File: src/rtl/cmd_response_receiver_pkg.sv
// Shared definitions for the CMD-line response receive path: FSM state
// encoding, frame lengths and the CRC7 constants used by both the receiver
// and the transmit-side CRC generator.
package cmd_response_receiver_pkg;

  localparam int RSP_SHORT_LEN = 48;   // R1/R3/R6/R7 frame length
  localparam int RSP_LONG_LEN  = 136;  // R2 frame length
  localparam int RSP_NCR_MAX   = 64;   // start-bit wait limit in sd_clock cycles
  localparam int RSP_CNT_W     = 8;    // bit / timeout counter width

  localparam logic [6:0] CRC7_POLY    = 7'h09;  // x^7 + x^3 + 1
  localparam int         R2_CRC_SKIP  = 8;      // start, transmission, 6 reserved bits
  localparam int         CRC_TAIL_LEN = 8;      // CRC7 field plus end bit

  typedef enum logic [2:0] {
    ST_IDLE       = 3'd0,
    ST_WAIT_START = 3'd1,
    ST_RECEIVE    = 3'd2,
    ST_CHECK      = 3'd3,
    ST_DONE       = 3'd4
  } rx_state_t;

endpackage

File: src/rtl/cmd_response_receiver_crc7_serial.sv
// Bit-serial CRC7 (x^7 + x^3 + 1), MSB-first, register initialised to zero.
// Shared between the response receiver and the command transmit path.
module crc7_serial
  import cmd_response_receiver_pkg::*;
(
  input  logic       sd_clock,
  input  logic       reset,
  input  logic       clear,
  input  logic       enable,
  input  logic       data_bit,
  output logic [6:0] crc
);

  logic feedback;

  assign feedback = data_bit ^ crc[6];

  // Galois-form LFSR update; clear takes priority over a data bit
  always_ff @(posedge sd_clock or negedge reset) begin
    if (!reset) begin
      crc <= '0;
    end else if (clear) begin
      crc <= '0;
    end else if (enable) begin
      crc <= {crc[5:0], 1'b0} ^ ({7{feedback}} & CRC7_POLY);
    end
  end

endmodule

File: src/rtl/cmd_response_receiver.sv
// Host-side CMD response receiver: waits for a start bit after arm,
// deserialises a 48- or 136-bit response MSB-first, checks CRC7 and the end
// bit, and hands frame plus error flags to cmd_controller via strobe/ack.
module cmd_response_receiver
  import cmd_response_receiver_pkg::*;
#(
  parameter int SHORT_LEN = RSP_SHORT_LEN,
  parameter int LONG_LEN  = RSP_LONG_LEN,
  parameter int NCR_MAX   = RSP_NCR_MAX,
  parameter int CNT_W     = RSP_CNT_W
) (
  input  logic                sd_clock,
  input  logic                reset,
  input  logic                arm,
  input  logic                long_response,
  input  logic                check_crc,
  input  logic                cmd_pin,
  input  logic                ack_in,
  output logic                strobe_out,
  output logic [LONG_LEN-1:0] response,
  output logic                crc_error,
  output logic                end_error,
  output logic                timeout_error,
  output logic                busy
);

  localparam logic [CNT_W-1:0] SHORT_LEN_C = CNT_W'(SHORT_LEN);
  localparam logic [CNT_W-1:0] LONG_LEN_C  = CNT_W'(LONG_LEN);
  localparam logic [CNT_W-1:0] NCR_MAX_C   = CNT_W'(NCR_MAX);
  localparam logic [CNT_W-1:0] SKIP_C      = CNT_W'(R2_CRC_SKIP);
  localparam logic [CNT_W-1:0] TAIL_C      = CNT_W'(CRC_TAIL_LEN);

  rx_state_t           state;
  logic                long_q;
  logic                check_crc_q;
  logic [CNT_W-1:0]    bit_cnt;
  logic [CNT_W-1:0]    tmo_cnt;
  logic [LONG_LEN-1:0] shift_reg;

  logic [CNT_W-1:0]    frame_len;
  logic [CNT_W-1:0]    crc_skip;
  logic [CNT_W-1:0]    bit_idx;
  logic                shifting;
  logic                crc_clear;
  logic                crc_en;
  logic [6:0]          crc_calc;

  // Frame geometry for the latched response type. The start bit is frame
  // bit index 0 and is sampled in WAIT_START, later bits in RECEIVE.
  assign frame_len = long_q ? LONG_LEN_C : SHORT_LEN_C;
  assign crc_skip  = long_q ? SKIP_C : '0;
  assign bit_idx   = (state == ST_WAIT_START) ? '0 : bit_cnt;
  assign shifting  = ((state == ST_WAIT_START) && !cmd_pin) ||
                     ((state == ST_RECEIVE) && (bit_cnt != frame_len));
  // CRC covers everything after the skipped header up to the CRC field
  assign crc_en    = shifting && (bit_idx >= crc_skip) &&
                     (bit_idx < (frame_len - TAIL_C));
  assign crc_clear = (state == ST_IDLE) && arm;

  crc7_serial u_crc7 (
    .sd_clock (sd_clock),
    .reset    (reset),
    .clear    (crc_clear),
    .enable   (crc_en),
    .data_bit (cmd_pin),
    .crc      (crc_calc)
  );

  // Receive FSM with registered handshake, result and status outputs
  always_ff @(posedge sd_clock or negedge reset) begin
    if (!reset) begin
      state         <= ST_IDLE;
      long_q        <= 1'b0;
      check_crc_q   <= 1'b0;
      bit_cnt       <= '0;
      tmo_cnt       <= '0;
      shift_reg     <= '0;
      strobe_out    <= 1'b0;
      response      <= '0;
      crc_error     <= 1'b0;
      end_error     <= 1'b0;
      timeout_error <= 1'b0;
      busy          <= 1'b0;
    end else begin
      case (state)
        ST_IDLE: begin
          if (arm) begin
            long_q        <= long_response;
            check_crc_q   <= check_crc;
            tmo_cnt       <= '0;
            bit_cnt       <= '0;
            shift_reg     <= '0;
            crc_error     <= 1'b0;
            end_error     <= 1'b0;
            timeout_error <= 1'b0;
            busy          <= 1'b1;
            state         <= ST_WAIT_START;
          end
        end
        ST_WAIT_START: begin
          // A start bit wins over an expiring timeout on the same cycle
          if (!cmd_pin) begin
            shift_reg <= {shift_reg[LONG_LEN-2:0], cmd_pin};
            bit_cnt   <= CNT_W'(1);
            state     <= ST_RECEIVE;
          end else if (tmo_cnt == NCR_MAX_C) begin
            timeout_error <= 1'b1;
            response      <= '0;
            strobe_out    <= 1'b1;
            state         <= ST_DONE;
          end else begin
            tmo_cnt <= tmo_cnt + CNT_W'(1);
          end
        end
        ST_RECEIVE: begin
          if (bit_cnt == frame_len) begin
            state <= ST_CHECK;
          end else begin
            shift_reg <= {shift_reg[LONG_LEN-2:0], cmd_pin};
            bit_cnt   <= bit_cnt + CNT_W'(1);
          end
        end
        ST_CHECK: begin
          crc_error  <= check_crc_q && (crc_calc != shift_reg[7:1]);
          end_error  <= !shift_reg[0];
          response   <= shift_reg;
          strobe_out <= 1'b1;
          state      <= ST_DONE;
        end
        ST_DONE: begin
          if (ack_in) begin
            strobe_out <= 1'b0;
            busy       <= 1'b0;
            state      <= ST_IDLE;
          end
        end
        default: begin
          state      <= ST_IDLE;
          strobe_out <= 1'b0;
          busy       <= 1'b0;
        end
      endcase
    end
  end

endmodule

File: config.mk
export PLATFORM = sky130hd
export DESIGN_NAME = cmd_response_receiver
export DESIGN_NICKNAME = d
export VERILOG_FILES = /design/src/rtl/cmd_response_receiver_pkg.sv /design/src/rtl/cmd_response_receiver_crc7_serial.sv /design/src/rtl/cmd_response_receiver.sv
export SDC_FILE = /design/constraint.sdc
export NUM_CORES = 1
export LEC_CHECK = 0
export CAP_MARGIN = 20
export CORE_MARGIN = 1
export CORE_UTILIZATION = 55
export CTS_BUF_LIST = sky130_fd_sc_hd__clkbuf_4 sky130_fd_sc_hd__clkbuf_8 sky130_fd_sc_hd__clkbuf_16
export DETAILED_ROUTE_END_ITERATION = 10
export PLACE_DENSITY = 0.79
export SYNTH_ARGS = -nofsm -noshare
export SYNTH_HDL_FRONTEND = slang
export SYNTH_SLANG_ARGS = --single-unit
File: constraint.sdc
create_clock -name sd_clock -period 3.25 [get_ports sd_clock]
set_input_delay 0.65 -clock sd_clock [delete_from_list [all_inputs] [get_ports sd_clock]]
set_output_delay 0.65 -clock sd_clock [all_outputs]
set_load 0.005 [all_outputs]
==> results of run 1 <==
==> how the worst min path moves through the flow <==
stage,startpoint,endpoint
global route,reset,tmo_cnt[6]
global placement,check_crc_q,check_crc_q
finish,reset,tmo_cnt[6]
CTS,reset,tmo_cnt[6]
floorplan,reset,bit_cnt[0]
detailed placement,check_crc_q,check_crc_q
==> cell families (layout without fill, tap and decap cells) <==
logic type                 count (synthesis)  count (layout)
muxes                                    145             145
adders and majority gates                  6               6
xor gates and xnor gates                  17              17
DFF                                      305             305
AOI/OAI and AO/OA                        180             180
buffers and inverters                    221             370
and+or+nand+nor                          216             216
==> worst max-delay path, cell delays in order, from the launching register on <==
cell and delay, ns:
dfrtp_1 0.62, or3b_1 0.49, nand2_1 0.14, ha_1 0.16, o221ai_1 0.09, and3_1 0.21, a211o_1 0.40, mux2_4 0.34
==> power by group through the flow <==
| stage | Sequential (uW) | Combinational [uW] | Clock, uW |
|---|---|---|---|
| floorplan | 4570 | 2630 | 0 |
| global placement | 4670 | 3690 | 0 |
| detailed placement | 4680 | 3740 | 0 |
| CTS | 4630 | 3760 | 3920 |
| global route | 4680 | 4030 | 4080 |
| finish | 4620 | 3740 | 3850 |
==> layer usage <==
metal | wire (um) | vias up
li1 | - | 3919
met1 | 11900 | 4246
met2 | 12700 | 192
met3 | 1170 | 40
met4 | 507 | 0
met5 | 0 | -
==> cell usage in the layout, fill, tap and decap left out, types with 2 or more instances in the layout <==
cell type and count:
dfrtp_1 305, nand2_1 162, inv_1 149, clkdlybuf4s50_1 146, mux2i_1 144, a22o_1 136, clkbuf_16 30, nor2_1 18
xnor2_1 10, buf_4 10, clkinv_2 9, nand3_1 7, xor2_1 7, bufinv_16 7, buf_12 7, a21oi_1 6
o21ai_0 6, ha_1 6, clkbuf_8 5, nor3_1 4, a2111oi_2 4, nand2b_1 3, and3_1 3, clkbuf_4 3
or3b_1 2, nor4_2 2, o21bai_1 2, o211ai_1 2, or4_1 2, a211oi_2 2, nand4_1 2, a31oi_1 2
a32o_1 2, nor4_1 2
==> per-stage QoR <==
step	power [uW]	worst slack, ns
6_report	12200	0.676
5_1_grt	12800	0.548
4_1_cts	12300	0.661
3_5_place_dp	8420	0.419
3_3_place_gp	8360	0.487
2_1_floorplan	7200	1.06
==> area by class of cell <==
| type | instances | area [um2] |
|---|---|---|
| multi-input cells | 564 | 4210 |
| flip-flops and latches | 305 | 7630 |
| fillers | 1632 | 7110 |
| well taps | 285 | 357 |
| repair buffers | 165 | 1720 |
| clock buffers | 38 | 842 |
| inverters | 149 | 559 |
| clock inverters | 18 | 279 |
==> impl_metrics.yaml, run 1 <==
run_status:
  outcome: "complete, no violations"
clock_network:
  cts.reportedPaths.clkPinSlew_ns: 0.07
  clk_latency_ns: 0.55
  htreeDepth: 1
  cts_tree: "yes"
  cts_sinks: 305
  cts_hold_buf: 0
  post_cts_buffers: 0
  numCtsBuffers: 30
  root_buffer: "clkbuf_16"
  cts_resized: 0
  cts_buffer_depth: 3
place:
  dpl.cell_count: 1467
  place_hpwl_mm: 15.8
  port_buffers: 147
  placed_area_um2: 14400
  routabilityCongestion: 0.851
grt:
  grt_pass1_wl_mm: 43.6
  use_met1_pct: 31.7
  antenna_found_initial: 0
  use_met3_pct: 3.39
  met2_usage_pct: 37.1
  grt_most_used_layer: "met2"
  grt_use_total_pct: 22.5
  grt-ovfl-total: 0
  first_global_vias: 8461
  grt_max_degree: 140
synth:
  muxShareOfSynthArea_pct: 11.4
  yosysTopAreaCell: "dfrtp_1"
  synth_top_area_share_pct: 59.7
  synthTopCellsByCount: "305 x dfrtp_1, 163 x nand2_1, 149 x inv_1"
  synthAdderAreaFrac_pct: 0.587
  synthesis.nets: 1103
  ys_ff_latch: 305
  synthFlopType: "dfrtp_1"
  netlist_top_cells_area: "dfrtp_1 60%, mux2i_1 11%, a22o_1 9.3%, nand2_1 4.8%, inv_1 4.4%"
  async_flop_share_pct: 100
  synth.avg_cell_area_um2: 11.7
  ys_seq_area_share_pct: 59.7
  synth_compound_area_share_pct: 12.2
  yosysMostFrequentCell: "dfrtp_1"
  synth_edf_count: 0
  syn_inst: 1090
  synth_xor_area_share_pct: 1.16
  synth_cell_types: 55
  synthesis.area_um2: 12800
  synth-simple-area-share_pct: 7.24
  synth_top_family_by_area: "compound AO/OA/AOI/OAI gates"
  yosysWarnings: 0
critical_path:
  crit_type: "reg -> reg"
  r2r_cells: 7
  worst_setup_path_start_kind: "register"
  crit_path_max_fanout: 14
  critPathArrivalTime_ns: 3.01
  worstSetupEndpointType: "register"
  r2r_end: "u_crc7.crc[0]"
  r2r_start: "state[0]"
  cp-endpoint: "u_crc7.crc[0]"
  rrSetupSlack_ns: 0.68
  required_ns: 3.68
  critPathLaunch: "state[0]"
pwr:
  cellPowerDensity_nw_per_um2: 783
  seqPwrFrac_pct: 37.9
  p_int_uw: 8320
  leakage_uw: 0.00735
  power.share.clock_pct: 31.5
  max-vdd-ir-drop_v: 0.000765
  pwr-share-comb_pct: 30.6
  p_sw_share_pct: 31.9
  p_sw_uw: 3890
floorplanning:
  die_w_um: 154
  num_rows: 55
  die_area_um2: 23900
  ios: 148
  core_um2: 22700
  initial_utilization_pct: 56.3
  chipHeight_um: 154
run:
  cap_violations: 0
cells_and_area:
  drive_gt1_share_pct: 7.67
  area_growth_pct: 22.0
  final_core_util_pct: 68.7
  nets: 1228
  final_cells: 1524
  n_antenna_cell: 0
  design_area_um2: 15600
sta:
  setup_viol: 0
  rsz0062_at_grt: "false"
  slew_violations: 0
  period_share_pct: 79.2
  period_needed_ns: 2.57
  worstMarginPinSlew_ns: 0.666
  fmax_ghz: 0.389
  relSlewSlack_pct: 55.6
  final_hold_viol_count: 0
  setup_tns_ns: 0
  holdWs_ns: 0.0431
  finalClockSkew_ns: 0.0131
route:
  drc: 0
  vias: 8397
  via_per_inst: 5.51
  routed_wirelength_mm: 26.3
  drtIter0Drc: 474
  wl_per_cell_um: 17.2
  antenna_left: 0
  firstDrtPassIters: 5
hold_path:
  worstHoldPathType: "in -> async"
Power figures use the tool's default switching activity.
==> run 2: changes to the inputs <==
==> constraint.sdc (replaced) <==
create_clock -name sd_clock -period 2.5 [get_ports sd_clock]
set_input_delay 0.5 -clock sd_clock [delete_from_list [all_inputs] [get_ports sd_clock]]
set_output_delay 0.5 -clock sd_clock [all_outputs]
set_load 0.005 [all_outputs]
==> run 2 against run 1 <==
  * Sequential power grew 29%
  * Utilization up 1.1 points
  * Sequential share of layout area is 0.79 points lower
  * Combinational power increased by 49%
  * Critical path depth is 1 higher
  * Non-clock buffer count up 32
  * Critical endpoint is now shift_reg[78]
==> impl_metrics.yaml, run 2 (synthesis results as in run 1) <==
grt:
  grt_pass1_wl_mm: 44.5
  grt_use_total_pct: 22.9
  grt-ovfl-total: 0
  first_global_vias: 8659
  antenna_found_initial: 0
  grt_max_degree: 90
sta:
  relSlewSlack_pct: 61.4
  setup_tns_ns: 0
  period_needed_ns: 2.14
  period_share_pct: 85.7
  setup_slack_ns: 0.358
  rsz0062_at_grt: "false"
  finalClockSkew_ns: 0.0131
  fmax_ghz: 0.467
  worstMarginPinSlew_ns: 0.579
  slew_violations: 0
  final_hold_viol_count: 0
  setup_viol: 0
  holdWs_ns: 0.477
floorplanning:
  num_rows: 55
  core_um2: 22700
  chipHeight_um: 154
  initial_utilization_pct: 56.3
  die_area_um2: 23900
  ios: 148
  die_w_um: 154
cells_and_area:
  drive_gt1_share_pct: 9.70
  nets: 1260
  area_growth_pct: 24.0
  layout_common_cells: "305 x dfrtp_1, 162 x nand2_1, 149 x inv_1"
  fillers: 1561
  design_area_um2: 15900
  final_common_cell: "dfrtp_1"
  n_antenna_cell: 0
  final_core_util_pct: 69.8
clock_network:
  clk_latency_ns: 0.55
  cts_buffer_depth: 3
  cts_sinks: 305
  root_buffer: "clkbuf_16"
  cts.reportedPaths.clkPinSlew_ns: 0.06
  cts_tree: "yes"
  numCtsBuffers: 30
  htreeDepth: 1
critical_path:
  cpPeakStageDelay_ns: 0.44
  worst_path_most_repeated_cell: "buf_4"
  critPathArrivalTime_ns: 2.61
  r2r_cells: 8
  crit_path_max_fanout: 22
  path_cells: "buf_4 -> or3b_1 -> a21oi_1 -> o21ai_2 -> nand2_4 -> buf_12 -> buf_4 -> mux2i_1"
  worstSetupEndpointType: "register"
  required_ns: 2.97
  crit_slowest_cell: "or3b_1"
  crit_type: "reg -> reg"
  r2r_end: "shift_reg[78]"
  rrSetupSlack_ns: 0.36
  r2r_start: "state[1]"
  worst_setup_path_start_kind: "register"
hold_path:
  worstHoldEndpoint: "check_crc_q"
  min-delay-start: "check_crc_q"
  worstHoldPathType: "reg -> reg"
  hold_depth: 2
route:
  drc: 0
  wl_per_cell_um: 17.1
  routed_wirelength_mm: 26.6
  drtIter0Drc: 463
  firstDrtPassIters: 5
  vias: 8478
  antenna_left: 0
  via_per_inst: 5.46
place:
  routabilityCongestion: 0.830
  placed_area_um2: 14800
  pre_cts_ws_ns: 0.00155
  port_buffers: 147
  place_hpwl_mm: 17.1
pwr:
  cellPowerDensity_nw_per_um2: 1020
  max-vdd-ir-drop_v: 0.000565
  leakage_uw: 0.00751
run:
  cap_violations: 0
run_status:
  outcome: "complete, no violations"
==> run 2: worst max-delay path: cells and delay by family, from the launching register on <==
family / cells / cell delay [ns]
multiplexers: 1 / 0.21
buffers and inverters: 3 / 0.57
AND/OR/NAND/NOR: 2 / 0.57
flip-flops: 1 / 0.37
AO/OA/AOI/OAI: 2 / 0.32
==> run 2: what timing repair did <==
item,4_1_cts,5_1_grt
resized for setup,0,0
hold buffers,1,0
setup buffers,0,0
hold endpoints to repair,64,0
==> run 2: cell type report <==
class                      count  area, um2  area share [%]
timing repair buffer         197       2070            13.0
clock buffer                  46        933            5.89
sequential                   305       7630            48.1
tap                          285        357            2.25
multi-input combinational    564       4210            26.5
clock inverter                 7       96.3           0.608
inverter                     149        559            3.53
==> run 2: worst max path at each step <==
stage / from / end / slack [ns] / cells past startpoint
global route: state[2] / u_crc7.crc[2] / 0.24 / 8
detailed placement: cmd_pin / shift_reg[25] / 0.002 / 8
finish: state[1] / shift_reg[78] / 0.36 / 8
global placement: cmd_pin / shift_reg[20] / 0.05 / 8
CTS: state[1] / shift_reg[25] / 0.36 / 8
floorplan: state[2] / u_crc7.crc[0] / 0.31 / 9
==> run 2: routing by layer <==
metal	share of wire [%]	track usage, %	wire length (um)	up-vias
li1	-	-	-	3976
met1	45	32.4	12100	4274
met2	49	37.6	13000	195
met3	4.3	3.31	1130	33
met4	1.5	5.33	402	0
met5	0	0	0	-
==> run 2: metrics by stage <==
| step | power, uW | std cells |
|---|---|---|
| 5_1_grt | 16900 | 1553 |
| 3_3_place_gp | 11500 | 1499 |
| 2_1_floorplan | 9360 | 1090 |
| 4_1_cts | 16200 | 1553 |
| 3_5_place_dp | 11600 | 1499 |
| 6_report | 16100 | 1553 |
==> run 2: report_power, final <==
group / leakage, uW / total, uW / internal (uW) / switching [uW]
clock network: 0.000520 / 4620 / 2760 / 1860
registers: 0.00423 / 5940 / 5500 / 437
logic: 0.00276 / 5560 / 2730 / 2830
==> run 3: changes to the inputs <==
--- a/config.mk
+++ b/config.mk
@@ -7,10 +7,9 @@
 export LEC_CHECK = 0
 export CAP_MARGIN = 20
 export CORE_MARGIN = 1
-export CORE_UTILIZATION = 55
+export CORE_UTILIZATION = 41
 export CTS_BUF_LIST = sky130_fd_sc_hd__clkbuf_4 sky130_fd_sc_hd__clkbuf_8 sky130_fd_sc_hd__clkbuf_16
 export DETAILED_ROUTE_END_ITERATION = 10
-export PLACE_DENSITY = 0.79
 export SYNTH_ARGS = -nofsm -noshare
 export SYNTH_HDL_FRONTEND = slang
 export SYNTH_SLANG_ARGS = --single-unit
==> run 3 against run 2 <==
  * Sequential power hardly changed
  * Global-route usage is 5.5 points lower
  * Worst setup slack worse by 0.023 ns
  * Total power is 0.16% lower
  * Combinational power is 4.7% lower
  * Register-to-register slack worse by 0.02 ns
  * Non-clock buffer count is 11 lower
  * Clock power is 4.8% higher
  * Critical endpoint is now response[83]
  * Largest cell class unchanged
==> impl_metrics.yaml, run 3 (synthesis results as in run 1) <==
cells_and_area:
  layout_common_cells: "305 x dfrtp_1, 162 x nand2_1, 149 x inv_1"
  drive_gt1_share_pct: 9.34
  n_antenna_cell: 0
  fillers: 2640
  final_core_util_pct: 52.0
  nets: 1253
  final_cells: 1659
  final_common_cell: "dfrtp_1"
  area_growth_pct: 24.8
sta:
  relSlewSlack_pct: 58.8
  fmax_ghz: 0.462
  final_hold_viol_count: 0
  finalClockSkew_ns: 0.0112
  holdWs_ns: 0.481
  setup_viol: 0
  slew_violations: 0
  rsz0062_at_grt: "false"
  setup_slack_ns: 0.335
  period_share_pct: 86.6
  period_needed_ns: 2.16
  worstMarginPinSlew_ns: 0.617
floorplanning:
  num_rows: 64
  die_area_um2: 31900
  die_w_um: 179
  initial_utilization_pct: 41.7
  ios: 148
  core_um2: 30700
  chipHeight_um: 179
route:
  drtIter0Drc: 605
  via_per_inst: 4.99
  wl_per_cell_um: 16.3
  antenna_left: 0
  firstDrtPassIters: 4
  vias: 8271
  routed_wirelength_mm: 27.1
  drc: 0
clock_network:
  cts_tree: "yes"
  cts_buffer_depth: 3
  clk_latency_ns: 0.50
  htreeDepth: 2
  post_cts_buffers: 0
  root_buffer: "clkbuf_16"
  cts_resized: 0
  cts.reportedPaths.clkPinSlew_ns: 0.06
  numCtsBuffers: 34
  cts_hold_buf: 1
  cts_sinks: 305
place:
  pre_cts_ws_ns: -0.0356
  dpl.cell_count: 1599
  place_hpwl_mm: 16.8
  port_buffers: 147
  routabilityCongestion: 0.804
grt:
  use_met1_pct: 24.7
  antenna_found_initial: 0
  grt-ovfl-total: 0
  first_global_vias: 8268
  met2_usage_pct: 27.3
  grt_most_used_layer: "met2"
  grt_max_degree: 87
  grt_use_total_pct: 17.4
  grt_pass1_wl_mm: 44.3
  use_met3_pct: 3.32
pwr:
  leakage_uw: 0.00747
  max-vdd-ir-drop_v: 0.000510
  cellPowerDensity_nw_per_um2: 1010
  finalPower_uw: 16100
run_status:
  outcome: "complete, no violations"
critical_path:
  critPathLaunch: "tmo_cnt[1]"
  required_ns: 2.89
  critPathArrivalTime_ns: 2.55
  path_cells: "inv_1 -> ha_1 -> nand4bb_1 -> nor4_2 -> buf_4 -> a31oi_4 -> buf_12 -> a22o_1"
  crit_path_max_fanout: 70
  crit_type: "reg -> reg"
  worstSetupEndpointType: "register"
  crit_slowest_cell: "dfrtp_1"
  rrSetupSlack_ns: 0.34
  r2r_start: "tmo_cnt[1]"
  r2r_cells: 8
  r2r_end: "response[83]"
  cpPeakStageDelay_ns: 0.42
  worst_setup_path_start_kind: "register"
hold_path:
  min-delay-start: "check_crc_q"
  worstHoldPathType: "reg -> reg"
  hold_depth: 2
  worstHoldEndpoint: "check_crc_q"
run:
  cap_violations: 0
run 3: changes by cell type in the layout (fill, tap and decap cells not counted), sizes merged:
cell | before | now
clkinvlp | 0 | 3
bufinv | 2 | 0
inv | 149 | 150
buf | 50 | 39
clkinv | 5 | 2
clkbuf | 46 | 53
run 3: worst max-delay path, delay by kind of cell, from the launching register on:
kind                     cells  cell delay (ns)
buffers and inverters        3             0.55
AND/OR/NAND/NOR              2             0.52
flip-flops                   1             0.42
adder cells (fa/ha/maj)      1             0.18
AO/OA/AOI/OAI                2             0.35
run 3: area by class of cell:
type,instances,area (um2),share of cell area [%]
clock buffers,53,1060,6.65
clock inverters,6,41.3,0.259
inverters,149,559,3.51
multi-input cells,564,4210,26.4
flip-flops and latches,305,7630,47.8
well taps,396,495,3.11
repair buffers,186,1960,12.3
run 3: power by group:
| group | leakage, uW | total [uW] | switching, uW | internal [uW] |
|---|---|---|---|---|
| Sequential | 0.00423 | 5940 | 443 | 5500 |
| Clock | 0.000548 | 4840 | 1920 | 2920 |
| Combinational | 0.00269 | 5300 | 2810 | 2490 |
| Total | 0.00747 | 16100 | 5170 | 10900 |
run 3: worst max-delay path by stage:
stage | to | slack (ns) | depth (start not counted)
5_1_grt | response[83] | 0.20 | 8
3_5_place_dp | shift_reg[127] | -0.04 | 7
3_3_place_gp | shift_reg[79] | 0.02 | 7
4_1_cts | u_crc7.crc[2] | 0.34 | 8
6_report | response[83] | 0.34 | 8
2_1_floorplan | u_crc7.crc[0] | 0.31 | 9
run 3: per-stage QoR:
step	setup TNS, ns	area, um2
3_3_place_gp	0	14800
3_5_place_dp	-0.195	14800
6_report	0	16000
4_1_cts	0	16000
2_1_floorplan	0	12800
5_1_grt	0	16000
run 3: metal layers:
metal | share of wire (%) | wire (um)
met5 | 0 | 0
met1 | 48 | 13000
met4 | 2.0 | 553
met3 | 3.9 | 1060
met2 | 46 | 12400
